## config.mk

```make
export PLATFORM = sky130hd
export DESIGN_NAME = mult_div_ctrl
export DESIGN_NICKNAME = d
export VERILOG_FILES = /design/src/rtl/mult_div_ctrl.sv
export SDC_FILE = /design/constraint.sdc
export NUM_CORES = 1
export LEC_CHECK = 0
export BUFFER_PORTS_ARGS = -buffer_cell sky130_fd_sc_hd__clkbuf_2
export CAP_MARGIN = 20
export CORE_ASPECT_RATIO = 1.25
export CORE_MARGIN = 2
export CORE_UTILIZATION = 45
export CTS_CLUSTER_SIZE = 28
export DETAILED_ROUTE_END_ITERATION = 8
export GPL_TIMING_DRIVEN = 0
export PLACE_DENSITY = 0.63
export SLEW_MARGIN = 10
export SYNTH_ARGS = -nofsm -noshare
export SYNTH_HDL_FRONTEND = slang
export SYNTH_SLANG_ARGS = --single-unit
```

## constraint.sdc

```tcl
create_clock -name Clk -period 5.6 [get_ports Clk]
set_input_delay 0.28 -clock Clk [delete_from_list [all_inputs] [get_ports Clk]]
set_output_delay 0.28 -clock Clk [all_outputs]
set_load 0.05 [all_outputs]
```

## src/rtl/mult_div_ctrl.sv

```systemverilog
// Sequential 32-bit multiply/divide unit. It takes one result bit per cycle, using shift-add
// for multiply and restoring shift-subtract for divide, and presents the result on HI/LO.
module mult_div_ctrl #(
    parameter int DATA_W = 32
) (
    input  logic              Clk,
    input  logic              Reset,
    input  logic              Start,
    input  logic [1:0]        Op,
    input  logic [DATA_W-1:0] A,
    input  logic [DATA_W-1:0] B,
    output logic              Busy,
    output logic              Done,
    output logic              DivZero,
    output logic [DATA_W-1:0] Hi,
    output logic [DATA_W-1:0] Lo
);

    // state | meaning
    // IDLE  | waiting for Start, operands captured on the accepting edge
    // PREP  | signs and magnitudes prepared, divide-by-zero short-cut
    // CALC  | 32 iterations, one result bit per cycle
    // FIX   | sign correction, HI/LO written on exit
    // DONE  | one-cycle Done pulse
    typedef enum logic [2:0] {IDLE, PREP, CALC, FIX, DONE} state_t;

    localparam int CNT_W = $clog2(DATA_W);

    state_t              state, state_nxt;
    logic [CNT_W-1:0]    cnt;
    logic [DATA_W-1:0]   a_reg, b_reg, opnd;
    logic [1:0]          op_reg;
    logic                sign_a, sign_b;
    logic [2*DATA_W-1:0] acc;

    logic                is_div, is_signed, div_by_zero;
    logic [DATA_W-1:0]   mag_a, mag_b;
    logic [DATA_W:0]     mul_sum, div_shift, div_diff;
    logic                div_ge;
    logic [2*DATA_W-1:0] mul_next, div_next, prod_fix;
    logic [DATA_W-1:0]   quo_fix, rem_fix;

    assign is_div      = op_reg[1];
    assign is_signed   = ~op_reg[0];
    assign div_by_zero = is_div && (b_reg == '0);

    assign mag_a = (is_signed && a_reg[DATA_W-1]) ? -a_reg : a_reg;
    assign mag_b = (is_signed && b_reg[DATA_W-1]) ? -b_reg : b_reg;

    // Multiply: the multiplier sits in the low half and shifts out while the product shifts in.
    assign mul_sum  = {1'b0, acc[2*DATA_W-1:DATA_W]} + (acc[0] ? {1'b0, opnd} : {(DATA_W+1){1'b0}});
    assign mul_next = {mul_sum, acc[DATA_W-1:1]};

    // Divide: the remainder is in the high half and the dividend/quotient shifts through the low half.
    assign div_shift = acc[2*DATA_W-1:DATA_W-1];
    assign div_diff  = div_shift - {1'b0, opnd};
    assign div_ge    = div_shift >= {1'b0, opnd};
    assign div_next  = div_ge ? {div_diff[DATA_W-1:0], acc[DATA_W-2:0], 1'b1}
                              : {div_shift[DATA_W-1:0], acc[DATA_W-2:0], 1'b0};

    assign prod_fix = (sign_a ^ sign_b) ? -acc : acc;
    assign quo_fix  = (sign_a ^ sign_b) ? -acc[DATA_W-1:0] : acc[DATA_W-1:0];
    assign rem_fix  = sign_a ? -acc[2*DATA_W-1:DATA_W] : acc[2*DATA_W-1:DATA_W];

    always_ff @(posedge Clk or negedge Reset) begin
        if (!Reset) state <= IDLE;
        else        state <= state_nxt;
    end

    always_comb begin
        state_nxt = state;
        case (state)
            IDLE:    if (Start) state_nxt = PREP;
            PREP:    state_nxt = div_by_zero ? DONE : CALC;
            CALC:    if (cnt == '0) state_nxt = FIX;
            FIX:     state_nxt = DONE;
            DONE:    state_nxt = IDLE;
            default: state_nxt = IDLE;
        endcase
    end

    always_ff @(posedge Clk or negedge Reset) begin
        if (!Reset) begin
            cnt     <= '0;
            a_reg   <= '0;
            b_reg   <= '0;
            op_reg  <= '0;
            opnd    <= '0;
            sign_a  <= 1'b0;
            sign_b  <= 1'b0;
            acc     <= '0;
            DivZero <= 1'b0;
            Hi      <= '0;
            Lo      <= '0;
        end else begin
            case (state)
                IDLE: begin
                    if (Start) begin
                        a_reg  <= A;
                        b_reg  <= B;
                        op_reg <= Op;
                        if (!(Op[1] && (B == '0))) DivZero <= 1'b0;
                    end
                end
                PREP: begin
                    sign_a <= is_signed & a_reg[DATA_W-1];
                    sign_b <= is_signed & b_reg[DATA_W-1];
                    cnt    <= '1;
                    if (is_div) begin
                        acc  <= {{DATA_W{1'b0}}, mag_a};
                        opnd <= mag_b;
                    end else begin
                        acc  <= {{DATA_W{1'b0}}, mag_b};
                        opnd <= mag_a;
                    end
                    if (div_by_zero) begin
                        Hi      <= a_reg;
                        Lo      <= '1;
                        DivZero <= 1'b1;
                    end
                end
                CALC: begin
                    acc <= is_div ? div_next : mul_next;
                    cnt <= cnt - 1'b1;
                end
                FIX: begin
                    if (is_div) begin
                        Hi <= rem_fix;
                        Lo <= quo_fix;
                    end else begin
                        {Hi, Lo} <= prod_fix;
                    end
                end
                default: ;
            endcase
        end
    end

    assign Busy = (state != IDLE);
    assign Done = (state == DONE);

endmodule
```

==> impl_results.rst <==
.. list-table::
   :header-rows: 1

   * - Metric
     - Value
   * - Pin count of the biggest net entering global routing
     - between 70 and 80
   * - Antenna Diode Count
     - 0
   * - Max stage delay cell, worst path
     - clkbuf_1
   * - Root cell of the clock tree
     - clkbuf_16
   * - Overall routed net length
     - 73.72 mm
   * - Horizontal extent of the die
     - roughly 180 um
   * - Category of the worst setup path launch point
     - flop
   * - Sum of overflow across all layers after global routing
     - 0
   * - Post-CTS Setup Bufs
     - 0
   * - Clock sink count
     - between 200 and 250
   * - Share of the yosys chip area belonging to registers
     - between 30 and 40%
   * - Number of pins exceeding their max-slew limit in the final report
     - 0
   * - Site Rows
     - 80
   * - Multiplexer fraction of the synthesized cell area
     - 7.064%
   * - Per-cell routed wire length
     - around 26 um
   * - Path type of the worst setup path
     - reg -> reg
   * - Setup TNS Final
     - 0 ns
   * - Count of nets left with antenna violations after detail routing
     - 0
   * - Reg-to-reg slack, setup
     - 0.84 ns
   * - Standard cell area after detailed placement
     - ~0.019 sq mm
   * - Bufs on Longest Clock Path
     - 3
   * - Crit path capture type
     - flop
   * - Run status
     - complete, no violations
   * - Insertion delay of the later-clocked pin in the worst-skew pair
     - 0.56 ns
   * - Clock transition at the registers of the reported paths
     - roughly 0.060 ns
   * - Initial cell density of the core
     - 45.84%
   * - Main combinational cell family by area after synthesis
     - compound AO/OA/AOI/OAI gates
   * - RSZ-0062 raised after global routing
     - no
   * - Initial DRC count
     - 1826
   * - Worst-Margin Slew
     - 1.099 ns
   * - DRC violations left
     - 0
   * - CP Max Fanout
     - 10
   * - Number of synthesized flops with an enable pin
     - 0
   * - Number of synthesized register bits
     - between 200 and 250
   * - DIE HEIGHT
     - 224.9 um
   * - Synth Area per Inst
     - around 8.4 sq um
   * - Placeable core region
     - around 0.038 sq mm
   * - Count of distinct cell types in the synthesized netlist
     - just under 80
   * - Async SR Flop Fraction
     - between 90% and 100%
   * - Global-route wire length before repair
     - approximately 110 mm
   * - Worst R2R Path Depth
     - 11
   * - All-layer global routing usage
     - a little over a third
   * - Area fraction in and, or, nand and nor cells after synthesis
     - between 10% and 20%
   * - Worst-case clock skew
     - roughly 0.012 ns
   * - Flip-flop count of the largest register after layout
     - 64
   * - Synthesized Nets
     - ~2200
   * - Number of I/O port buffers
     - roughly 140
   * - Max-Slew Margin vs Limit
     - approximately a quarter
   * - Area added between synthesis and finish
     - 16.75%
   * - Synth Instances
     - 2099
   * - Vias/cell
     - 6.314
   * - Via count of the first global-routing pass
     - 17630
   * - CP cell instances
     - inv_1, clkbuf_1, ha_1, nor2b_1, nand4_1, nor3_4, nand2_1, o31a_1, nor2_1, xor2_1, o21ai_1
   * - Post-synthesis cell area
     - around 0.018 sq mm
   * - Routability Congestion
     - around 0.98
   * - Biggest register
     - acc
   * - Final hold viol count
     - 0
   * - Origin of the worst min-delay path
     - B[25]
   * - Worst hold path stage count
     - 2
   * - Clock tree from TritonCTS
     - done
   * - Full die area
     - ~0.04 sq mm
   * - Share of layout cells above drive strength 1
     - 11.90%
   * - Share of the synthesized netlist area taken by xor and xnor gates
     - roughly 8.5%
   * - Number of levels the H-tree was split into
     - 1
   * - Required @ worst endpoint
     - around 6 ns
   * - Post-route clock period utilization
     - a little over four fifths
   * - Final design area excluding fillers
     - a little over 0.02 sq mm
   * - Most frequently used flop master after synthesis
     - dfrtp_1
   * - TritonCTS buffer count
     - 26
   * - Delay of the slowest cell on the worst path
     - around 0.75 ns
   * - Max-cap violations
     - 0
   * - Synth Area in Compound Gates
     - 23.08%
   * - Min-Delay Path Class
     - in -> reg
   * - Vias after detailed routing
     - 17960
   * - Highest attainable clock frequency
     - ~0.21 GHz
   * - First-pass iteration count of the detailed router
     - 5
   * - Total of endpoints with negative setup slack in the final report
     - 0
   * - Count of warnings emitted by yosys
     - 0
   * - Startpoint of the worst register-to-register path
     - acc[0]$_DFFE_PN0P_
   * - Dpl hpwl
     - approximately 58 mm
   * - Antenna violations before repair
     - 1
   * - Data arrival time of the worst path
     - 5.17 ns
   * - Synth Area in Adders
     - 5.212%
   * - Endpoint of the worst register-to-register path
     - Hi[30]$_DFFE_PN0P_
   * - Sink of the worst hold path
     - b_reg[25]$_DFFE_PN0P_
   * - NumNets Final
     - approximately 2500
   * - Number of top-level pins
     - about 140
   * - Clock period minus worst slack
     - 4.759 ns
final cells by class:
cell class,instances,area [sq um]
Buffer,141,540.5
Clock buffer,41,768.2
Clock inverter,7,120.1
Tap cell,492,615.6
Fill cell,3652,17820
Timing Repair Buffer,205,1435
Inverter,66,247.7
Multi-Input combinational cell,1655,10860
Sequential cell,237,5931
layout by cell type (no fill, tap or decap), types with 13 or more instances in the layout:
master | synthesis | layout
a211oi_1 | 20 | 20
a21o_1 | 36 | 36
a21oi_1 | 182 | 182
a22oi_1 | 13 | 13
a31oi_1 | 38 | 38
and3_1 | 23 | 23
buf_1 | 13 | 13
clkbuf_1 | 119 | 129
clkbuf_16 | 0 | 27
clkbuf_2 | 0 | 134
dfrtp_1 | 237 | 237
dlygate4sd3_1 | 0 | 66
ha_1 | 70 | 70
inv_1 | 65 | 65
mux2_2 | 67 | 67
mux2i_1 | 46 | 46
nand2_1 | 202 | 202
nand2b_1 | 21 | 21
nand3_1 | 44 | 44
nand4_1 | 24 | 24
nor2_1 | 171 | 171
nor3_1 | 49 | 49
nor4_1 | 25 | 25
o211ai_1 | 32 | 32
o21ai_0 | 162 | 162
o21ai_1 | 24 | 24
o221ai_1 | 36 | 36
o31ai_1 | 14 | 14
or3_1 | 27 | 27
or4_1 | 13 | 13
xnor2_1 | 88 | 88
xor2_1 | 82 | 82
routing by layer:
| layer | vias to the layer above | part of all wire [%] | global-route usage [%] |
|---|---|---|---|
| met2 | 849 | 47 | 59.38 |
| met3 | 244 | 6.6 | 4.686 |
| li1 | 8120 | - | - |
| met1 | 8743 | 39 | 43.53 |
| met4 | 2 | 7.1 | 21.51 |
| met5 | - | 0.018 | 0 |
stage by stage:
step	util, %	setup WS, ns	std cells	hold WS [ns]
after global placement	49.20	-0.7491	2726	0.4677
after detailed placement	49.47	1.041	2730	0.2831
after global routing	53.52	0.7651	2844	0.07842
final	53.52	0.8413	2844	0.08935
after floorplan	-	2.406	2099	-0.01559
after CTS	53.52	0.9997	2844	0.07083
cells in the mapped netlist (5+ instances only):
master    instances  area share [%]
a211oi_1         20            0.85
a21boi_0          5            0.21
a21o_1           36             1.5
a21oi_1         182             5.2
a221o_1          10            0.57
a22o_1            7            0.35
a22oi_1          13            0.56
a31o_2            6            0.30
a31oi_1          38             1.4
a41oi_1           5            0.25
and2_1           10            0.36
and3_1           23            0.82
buf_1            13            0.28
buf_2             9            0.26
clkbuf_1        119             2.5
dfrtp_1         237              34
ha_1             70             5.0
inv_1            65             1.4
mux2_2           67             4.3
mux2i_1          46             2.6
nand2_1         202             4.3
nand2b_1         21            0.75
nand3_1          44             1.3
nand4_1          24            0.85
nor2_1          171             3.7
nor2b_1           6            0.21
nor3_1           49             1.4
nor3b_1           7            0.30
nor4_1           25            0.89
o211ai_1         32             1.4
o21a_1            5            0.21
o21ai_0         162             4.6
o21ai_1          24            0.68
o21bai_1          9            0.38
o221ai_1         36             1.8
o31ai_1          14            0.60
o41ai_1          10            0.50
or2_2             5            0.18
or3_1            27            0.96
or4_1            13            0.56
xnor2_1          88             4.4
xor2_1           82             4.1
critical path: cells and delay by family (launching register included):
kind,cells,cell delay [ns]
xor gates and xnor gates,1,0.25
buffers and inverters,2,1.06
AOI/OAI and AO/OA,2,0.51
adders and majority gates,1,0.33
DFF,1,0.49
and+or+nand+nor,5,1.96
cells by family after synthesis:
| kind of cell | after synthesis |
|---|---|
| flip-flops | 237 |
| adder cells (fa/ha/maj) | 72 |
| AO/OA/AOI/OAI | 647 |
| AND/OR/NAND/NOR | 651 |
| multiplexers | 115 |
| XOR/XNOR | 170 |
| buffers and inverters | 207 |
worst max-delay path by stage:
stage	from	to	slack (ns)	cells past startpoint
final	acc[0]$_DFFE_PN0P_	Hi[30]$_DFFE_PN0P_	0.84	11
after global placement	Reset	acc[61]$_DFFE_PN0P_	-0.75	1
after floorplan	acc[53]$_DFFE_PN0P_	acc[56]$_DFFE_PN0P_	2.41	10
after global routing	acc[0]$_DFFE_PN0P_	Hi[22]$_DFFE_PN0P_	0.77	11
after CTS	acc[0]$_DFFE_PN0P_	Hi[22]$_DFFE_PN0P_	1.0	11
after detailed placement	acc[0]$_DFFE_PN0P_	Hi[22]$_DFFE_PN0P_	1.04	11
what timing repair did:
item	CTS	global route
endpoints found under the hold margin	116	0
hold buffers	66	0
resized for setup	0	0
Power is left out: the tool's default activity adds up to more than one toggle a clock period on the data nets, which glitch-free logic cannot reach.
